<file path="config.mk">
export PLATFORM = sky130hd
export DESIGN_NAME = serial_subtractor_flat
export DESIGN_NICKNAME = d
export VERILOG_FILES = /design/src/rtl/serial_subtractor_if.sv /design/src/rtl/serial_subtractor.sv /design/src/flat_wrapper.sv
export SDC_FILE = /design/constraint.sdc
export NUM_CORES = 1
export LEC_CHECK = 0
export BUFFER_PORTS_ARGS = -buffer_cell sky130_fd_sc_hd__buf_4
export CORE_MARGIN = 2
export CORE_UTILIZATION = 53
export DETAILED_ROUTE_END_ITERATION = 10
export PLACE_DENSITY_LB_ADDON = 0.12
export SYNTH_ARGS = -nofsm -noshare
export SYNTH_HDL_FRONTEND = slang
export SYNTH_SLANG_ARGS = --single-unit
</file>
<file path="constraint.sdc">
create_clock -name clk -period 1.83 [get_ports clk]
set_input_delay 0.0915 -clock clk [delete_from_list [all_inputs] [get_ports clk]]
set_output_delay 0.0915 -clock clk [all_outputs]
set_load 0.05 [all_outputs]
</file>
<file path="src/rtl/serial_subtractor_if.sv">
// Handshake/operand bundle for serial_subtractor.
// OVF exists only when SERIAL_SUB_OVF_EN is defined.
interface serial_subtractor_if #(parameter int WIDTH = 4);
  logic             start;
  logic [WIDTH-1:0] A;
  logic [WIDTH-1:0] B;
  logic             busy;
  logic             done;
  logic [WIDTH-1:0] Diff;
  logic             Bout;
`ifdef SERIAL_SUB_OVF_EN
  logic             OVF;

  modport master (output start, A, B, input busy, done, Diff, Bout, OVF);
  modport slave  (input start, A, B, output busy, done, Diff, Bout, OVF);
`else
  modport master (output start, A, B, input busy, done, Diff, Bout);
  modport slave  (input start, A, B, output busy, done, Diff, Bout);
`endif
endinterface

</file>
<file path="src/rtl/serial_subtractor.sv">
// Bit-serial unsigned subtractor: one full-subtractor cell plus a borrow flop, LSB first.
// Optional signed-overflow output enabled by SERIAL_SUB_OVF_EN.
module serial_subtractor #(
  parameter int WIDTH = 4
) (
  input  logic              clk,
  input  logic              rst_n,
  serial_subtractor_if.slave bus
);
  localparam int CW = (WIDTH > 1) ? $clog2(WIDTH) : 1;

  typedef enum logic [1:0] {IDLE, RUN, DONE} state_t;
  state_t state_q, state_d;

  logic [WIDTH-1:0] a_sh, b_sh, diff_q, r_nxt;
  logic [WIDTH-2:0] r_sh;
  logic [CW-1:0]    cnt;
  logic             borrow, bout_q, d, br, last;

  assign d     = a_sh[0] ^ b_sh[0] ^ borrow;
  assign br    = (~a_sh[0] & b_sh[0]) | (~(a_sh[0] ^ b_sh[0]) & borrow);
  assign last  = (cnt == CW'(WIDTH - 1));
  // new bit enters at the MSB; after WIDTH shifts the LSB has reached bit 0
  assign r_nxt = {d, r_sh};

  always_comb begin
    state_d = state_q;
    case (state_q)
      IDLE:    if (bus.start) state_d = RUN;
      RUN:     if (last)      state_d = DONE;
      DONE:                   state_d = IDLE;
      default:                state_d = IDLE;
    endcase
  end

  always_ff @(posedge clk or negedge rst_n) begin
    if (!rst_n) state_q <= IDLE;
    else        state_q <= state_d;
  end

  always_ff @(posedge clk or negedge rst_n) begin
    if (!rst_n) begin
      a_sh   <= '0;
      b_sh   <= '0;
      r_sh   <= '0;
      cnt    <= '0;
      borrow <= 1'b0;
      diff_q <= '0;
      bout_q <= 1'b0;
    end else begin
      case (state_q)
        IDLE: if (bus.start) begin
          a_sh   <= bus.A;
          b_sh   <= bus.B;
          borrow <= 1'b0;
          cnt    <= '0;
        end
        RUN: begin
          a_sh   <= a_sh >> 1;
          b_sh   <= b_sh >> 1;
          r_sh   <= r_nxt[WIDTH-1:1];
          borrow <= br;
          if (last) begin
            diff_q <= r_nxt;
            bout_q <= br;
          end else begin
            cnt <= cnt + 1'b1;
          end
        end
        default: ;
      endcase
    end
  end

  assign bus.busy = (state_q != IDLE);
  assign bus.done = (state_q == DONE);
  assign bus.Diff = diff_q;
  assign bus.Bout = bout_q;

`ifdef SERIAL_SUB_OVF_EN
  logic a_sgn, b_sgn, ovf_q;

  // d on the final edge is the result sign bit
  always_ff @(posedge clk or negedge rst_n) begin
    if (!rst_n) begin
      a_sgn <= 1'b0;
      b_sgn <= 1'b0;
      ovf_q <= 1'b0;
    end else if (state_q == IDLE && bus.start) begin
      a_sgn <= bus.A[WIDTH-1];
      b_sgn <= bus.B[WIDTH-1];
    end else if (state_q == RUN && last) begin
      ovf_q <= (a_sgn != b_sgn) && (d != a_sgn);
    end
  end

  assign bus.OVF = ovf_q;
`endif
endmodule

</file>
<file path="src/flat_wrapper.sv">
// flat-port wrapper written by rule: the top's interface ports become plain ports
module serial_subtractor_flat 
#(
  parameter int WIDTH = 4
)
  (clk, rst_n, bus_start, bus_A, bus_B, bus_busy, bus_done, bus_Diff, bus_Bout);
  serial_subtractor_if #(.WIDTH(WIDTH)) bus_i ();
  input  logic clk;
  input  logic rst_n;
  input wire logic [$bits(bus_i.start)-1:0] bus_start;
  input wire logic [$bits(bus_i.A)-1:0] bus_A;
  input wire logic [$bits(bus_i.B)-1:0] bus_B;
  output wire logic [$bits(bus_i.busy)-1:0] bus_busy;
  output wire logic [$bits(bus_i.done)-1:0] bus_done;
  output wire logic [$bits(bus_i.Diff)-1:0] bus_Diff;
  output wire logic [$bits(bus_i.Bout)-1:0] bus_Bout;
  assign bus_i.start = bus_start;
  assign bus_i.A = bus_A;
  assign bus_i.B = bus_B;
  assign bus_busy = bus_i.busy;
  assign bus_done = bus_i.done;
  assign bus_Diff = bus_i.Diff;
  assign bus_Bout = bus_i.Bout;
  serial_subtractor #(.WIDTH(WIDTH)) u_core (.clk(clk), .rst_n(rst_n), .bus(bus_i));
endmodule
</file>
# Word-level counts from Yosys, hierarchy flattened
# Cells that the tools add are included.
[op_classes] n_bitwise=7 eq_ne=6 mux=12 n_reduce_logical=7 addsub=1
[op_table] op="4-bit one-hot mux with 2 select lines" n=2
[op_table] op="2-bit two-way mux" n=4
[op_table] op="4-bit two-way mux" n=2
[op_table] op="2-bit one-hot mux with 2 select lines" n=2
[op_table] op="2-bit AND reduction" n=3
[op_table] op="2-bit == test, second input constant" n=2
[op_table] op="2-bit != test, second input constant" n=2
[op_table] op="2-bit nonzero test" n=2
[op_table] op="3-bit AND reduction" n=1
[op_table] op="2-bit by 1-bit adder with 2-bit output, second input constant" n=1
[op_table] op="1-bit AND" n=2
[op_table] op="2-bit by 1-bit == test with 1-bit output, second input constant" n=1
[op_table] op="2-bit zero test" n=1
[op_table] op="2-bit by 1-bit != test with 1-bit output, second input constant" n=1
[op_table] op="1-bit NOT" n=2
[op_table] op="1-bit one-hot mux with 2 select lines" n=1
[op_table] op="1-bit bitwise XOR" n=2
[op_table] op="1-bit two-way mux" n=1
[op_table] op="1-bit OR" n=1
[word_totals] elab_cells=41 reg_bits=21 out_inout_bits=7

# Longest topological paths before layout
[depth] word_depth=5 ltp_mapped=4 mapped_depth_nobuf=3

# Least setup slack after synthesis
# OpenSTA, ideal clock, no wires.
[synth_timing] kind="reg-to-output" from="register u_core.state_q[0]" to="output port bus_done" path_buffers=2 path_stages_with_launch=4 arrival_ns=1.338 path_slack_ns=0.400 required_ns=1.738 cell_sequence="dfrtp_1 buf_4 buf_6 nor2b_1"
[synth_between] elab_chain_len=1
[synth_rtl] item="start: declaration" line_no="serial_subtractor.sv:13" source="state_t state_q, state_d;"
[synth_rtl] item="start signal: assignment" line_no="serial_subtractor.sv:38" source="else state_q <= state_d;"
[synth_rtl] item="2-bit == test" line_no="serial_subtractor.sv:76" source="assign bus.done = (state_q == DONE);"
[synth_rtl] item="end: declaration" line_no="flat_wrapper.sv:14" source="output wire logic [$bits(bus_i.done)-1:0] bus_done;"
# No other way between the ends.

# Final worst setup path
[layout_timing] from="register u_core.state_q[1]" to="register u_core.r_sh[2]"
[layout_between] elab_chain_len=1
[layout_rtl] item="2-bit by 1-bit == test with 1-bit output" line_no="serial_subtractor.sv:51" source="case (state_q)"
[layout_rtl] item="end signal: assignment" line_no="serial_subtractor.sv:61" source="r_sh <= r_nxt[WIDTH-1:1];"
[layout_rtl] item="end: declaration" line_no="serial_subtractor.sv:16" source="logic [WIDTH-2:0] r_sh;"
# No other way between the ends.
# A chain may end at the register's enable or synchronous reset.

==> flow_summary.html <==
<table>
<tr><th>Metric</th><th>Value</th></tr>
<tr><th colspan="2">Status</th></tr>
<tr><td>Result of the run</td><td>finished clean</td></tr>
<tr><th colspan="2">STA</th></tr>
<tr><td>Maximum clock skew at final layout</td><td>0.000649 ns</td></tr>
<tr><td>Setup repair after global routing missed its margin</td><td>false</td></tr>
<tr><td>Worst rel slew slack</td><td>0.700</td></tr>
<tr><td>Final count of negative-setup-slack endpoints</td><td>0</td></tr>
<tr><td>Peak clock frequency supported by timing</td><td>659 MHz</td></tr>
<tr><td>Fin. max-slew vios</td><td>0</td></tr>
<tr><td>Share of the clock period used by the worst path</td><td>0.829</td></tr>
<tr><td>Endpoints failing hold</td><td>0</td></tr>
<tr><td>Post-route minimum period</td><td>1.52 ns</td></tr>
<tr><td>Final sum of negative setup slack</td><td>0 ns</td></tr>
<tr><td>Transition time at the pin with the least slew margin</td><td>0.450 ns</td></tr>
<tr><th colspan="2">Clock tree</th></tr>
<tr><td>Root Buffer</td><td>clkbuf_4</td></tr>
<tr><td>Deepest level of the CTS H-tree</td><td>1</td></tr>
<tr><td>CTS tree</td><td>built</td></tr>
<tr><td>Clock latency of the later-clocked register in the worst-skew pair</td><td>0.29 ns</td></tr>
<tr><td>CTS max path bufs</td><td>2</td></tr>
<tr><td>Post-CTS sizing</td><td>0</td></tr>
<tr><td>CTS sink cnt</td><td>21</td></tr>
<tr><td>Number of clock buffers inserted by TritonCTS</td><td>3</td></tr>
<tr><td>CTS clock-pin slew for the worst setup and hold paths</td><td>0.11 ns</td></tr>
<tr><td>Setup Fix Bufs, Post-CTS</td><td>0</td></tr>
<tr><td>Count of hold-fix buffers inserted at cts</td><td>1</td></tr>
<tr><th colspan="2">Placed design</th></tr>
<tr><td>DP HPWL</td><td>1.13 mm</td></tr>
<tr><td>Routability cong.</td><td>0.696</td></tr>
<tr><td>Number of input and output port buffers inserted</td><td>17</td></tr>
<tr><th colspan="2">Power and ir drop</th></tr>
<tr><td>Power density over the cells</td><td>1800 mW/mm^2</td></tr>
<tr><td>Leakage Power</td><td>0.561 nW</td></tr>
<tr><td>Peak VDD IR</td><td>0.989 mV</td></tr>
<tr><th colspan="2">Layout</th></tr>
<tr><td>Fillcell total</td><td>159</td></tr>
<tr><td>Most frequent standard cell in the layout excluding fill and tap cells</td><td>dfrtp_1</td></tr>
<tr><td>Net total in the final layout</td><td>107</td></tr>
<tr><td>Syn-to-layout area delta</td><td>15.5%</td></tr>
<tr><td>Final core utilization</td><td>0.667</td></tr>
<tr><td>Layout cell share with drive strength beyond 1</td><td>0.333</td></tr>
<tr><td>Commonest cells after routing, fill and taps aside</td><td>21 x dfrtp_1, 18 x buf_4, 7 x mux2_1</td></tr>
<tr><td>Number of antenna cells inserted</td><td>0</td></tr>
<tr><th colspan="2">Route</th></tr>
<tr><td>Routed Wire Length</td><td>1.59 mm</td></tr>
<tr><td>Total length of routed met3 wires</td><td>56 um</td></tr>
<tr><td>Met1 layer wirelength in the final routing</td><td>783 um</td></tr>
<tr><td>DRC violation count after routing</td><td>0</td></tr>
<tr><td>Via density per instance</td><td>5.51</td></tr>
<tr><td>Count of vias placed by the detailed router</td><td>650</td></tr>
<tr><td>Met2 WL</td><td>739 um</td></tr>
<tr><td>Highest metal layer with signal wires</td><td>met4</td></tr>
<tr><td>Remaining antenna violation count after routing</td><td>0</td></tr>
<tr><td>Detailed-router iteration count before antenna repair</td><td>4</td></tr>
<tr><td>Violation count after the first detailed-route iteration</td><td>8</td></tr>
<tr><td>Average detailed-routed wire length per instance</td><td>13.5 um</td></tr>
<tr><th colspan="2">Worst setup path</th></tr>
<tr><td>Setup CP Type</td><td>reg -&gt; reg</td></tr>
<tr><td>R2r worst-path depth</td><td>2</td></tr>
<tr><td>Critical path buffers and inverters</td><td>0</td></tr>
<tr><td>Endpoint arrival time on the critical path</td><td>1.70 ns</td></tr>
<tr><td>Cell family with the largest share of critical-path delay</td><td>flip-flops</td></tr>
<tr><td>First element of the critical path</td><td>u_core.state_q[1]$_DFFE_PN0P_</td></tr>
<tr><td>Type of element capturing the critical path</td><td>flip-flop</td></tr>
<tr><td>Ordered list of cells on the worst path</td><td>nand2b_1 -&gt; mux2_1</td></tr>
<tr><td>Cell at the slowest stage of the critical path</td><td>dfrtp_1</td></tr>
<tr><td>Startpoint class of the critical path</td><td>flip-flop</td></tr>
<tr><td>Crit path depth</td><td>2</td></tr>
<tr><td>RR Endpoint</td><td>u_core.r_sh[2]$_DFFE_PN0N_</td></tr>
<tr><td>Worst path required time</td><td>2.01 ns</td></tr>
<tr><td>Crit path largest cell delay</td><td>0.64 ns</td></tr>
<tr><td>CP max FO</td><td>18</td></tr>
<tr><td>Critical register-to-register path startpoint</td><td>u_core.state_q[1]$_DFFE_PN0P_</td></tr>
<tr><td>Internal reg-to-reg setup slack</td><td>0.31 ns</td></tr>
<tr><td>Crit path capture</td><td>u_core.r_sh[2]$_DFFE_PN0N_</td></tr>
<tr><th colspan="2">Global route</th></tr>
<tr><td>Total routing usage reported by global routing</td><td>0.168</td></tr>
<tr><td>First-pass GRT wire length</td><td>2.63 mm</td></tr>
<tr><td>Total gr overflow</td><td>0</td></tr>
<tr><td>Number of antenna violations at the first check in global routing</td><td>0</td></tr>
<tr><td>Via count of the first global-routing pass</td><td>622</td></tr>
<tr><td>Maximum number of pins on one net before global-route repair</td><td>22</td></tr>
<tr><th colspan="2">Floorplanning</th></tr>
<tr><td>Overall die area</td><td>0.00229 mm^2</td></tr>
<tr><td>Top Ports</td><td>18</td></tr>
<tr><td>Cell Rows</td><td>15</td></tr>
<tr><td>Effective utilization at floorplan</td><td>0.577</td></tr>
<tr><td>Area of the placeable core</td><td>0.00176 mm^2</td></tr>
<tr><td>Floorplan die height</td><td>47.8 um</td></tr>
<tr><td>Die X</td><td>47.8 um</td></tr>
<tr><th colspan="2">Logic synthesis</th></tr>
<tr><td>Area contributors post-synth</td><td>dfrtp_1 52%, mux2_1 7.7%, o221a_2 6.6%</td></tr>
<tr><td>Area leader, netlist</td><td>dfrtp_1</td></tr>
<tr><td>Share of the synthesized area in the top cell type</td><td>0.516</td></tr>
<tr><td>Number of different library cells in the post-synthesis netlist</td><td>25</td></tr>
<tr><td>Number of instances in the synthesized netlist</td><td>76</td></tr>
<tr><td>Number of warnings reported in the yosys synthesis log</td><td>0</td></tr>
<tr><td>Area of the mapped netlist</td><td>0.00102 mm^2</td></tr>
<tr><td>Synthesized net count</td><td>89</td></tr>
<tr><td>Mapped Avg Cell Area</td><td>13.4 um^2</td></tr>
<tr><td>Sequential area share after synthesis</td><td>0.516</td></tr>
<tr><td>Flop and latch count out of synthesis</td><td>21</td></tr>
<tr><th colspan="2">Worst hold path</th></tr>
<tr><td>Type of the most critical hold path</td><td>in -&gt; reg</td></tr>
<tr><th colspan="2">Flow run</th></tr>
<tr><td>Max-cap viol count</td><td>0</td></tr>
</table>
power breakdown:
group	internal, mW	total, mW	switching (mW)
combinational	0.475	1.04	0.570
clock	0.0846	0.216	0.131
sequential	0.687	0.857	0.169
total	1.25	2.12	0.870
per-stage QoR:
| stage | setup WS [ns] | cell area, um^2 | hold slack, ns | cells | total power [mW] |
|---|---|---|---|---|---|
| after floorplan | 0.400 | 1020 | -0.204 | 76 | 1.70 |
| after global placement | 0.373 | 1140 | -0.0156 | 113 | 1.90 |
| after detailed placement | 0.307 | 1140 | -0.0145 | 113 | 1.92 |
| after CTS | 0.291 | 1180 | 0.113 | 118 | 2.13 |
| after global routing | 0.209 | 1180 | 0.116 | 118 | 2.27 |
| final | 0.313 | 1180 | 0.112 | 118 | 2.12 |
worst min path at each step:
stage | start | to | slack, ns | depth (start not counted)
2_1_floorplan | rst_n | u_core.a_sh[0]$_DFFE_PN0P_ | -0.20 | 0
3_3_place_gp | rst_n | u_core.b_sh[1]$_DFFE_PN0P_ | -0.02 | 1
3_5_place_dp | rst_n | u_core.b_sh[2]$_DFFE_PN0P_ | -0.01 | 1
4_1_cts | bus_start | u_core.state_q[0]$_DFFE_PN0P_ | 0.11 | 3
5_1_grt | bus_start | u_core.state_q[0]$_DFFE_PN0P_ | 0.12 | 3
6_report | bus_start | u_core.state_q[0]$_DFFE_PN0P_ | 0.11 | 3
layer usage:
| layer | vias to the layer above | GRT usage |
|---|---|---|
| met2 | 12 | 0.280 |
| met3 | 2 | 0.0340 |
| li1 | 316 | - |
| met4 | 0 | 0.0649 |
| met1 | 320 | 0.214 |
| met5 | - | 0 |
cells in the mapped netlist, drive strengths merged:
master,count
a21oi,1
nand2b,4
o221ai,1
ha,1
inv,6
dfrtp,21
nand3b,1
nand3,2
nor2b,1
or2,1
nor4bb,2
mux2,7
buf,6
o21ba,1
mux2i,1
o221a,6
or4b,7
a211o,2
o22ai,1
o211ai,1
nor3b,2
fa,1
layout make-up:
class	count	area, um^2	area share
clock buffer	4	26.3	0.0223
inverter	6	22.5	0.0191
multi-input combinational	43	425	0.362
sequential	21	526	0.447
tap	25	31.3	0.0266
timing repair buffer	19	145	0.123
worst reg2reg max path, stage by stage (launching register included):
cell,delay [ns]
dfrtp_1,0.64
nand2b_1,0.41
mux2_1,0.36
cells by family (layout without fill, tap and decap cells):
family	Yosys count	count (layout)	synth area share
multiplexers	8	8	0.0872
adder cells (fa/ha/maj)	2	2	0.0319
buffers and inverters	12	29	0.0663
AND/OR/NAND/NOR	20	20	0.173
AO/OA/AOI/OAI	13	13	0.125
flip-flops	21	21	0.516
state kept, by name (all words and copies together), names as in the netlist:
name	cells
u_core.a_sh	4
u_core.b_sh	4
u_core.borrow	1
u_core.bus.Bout	1
u_core.bus.Diff	4
u_core.cnt	2
u_core.r_sh	3
u_core.state_q	2
(Power assumes the default switching activity.)
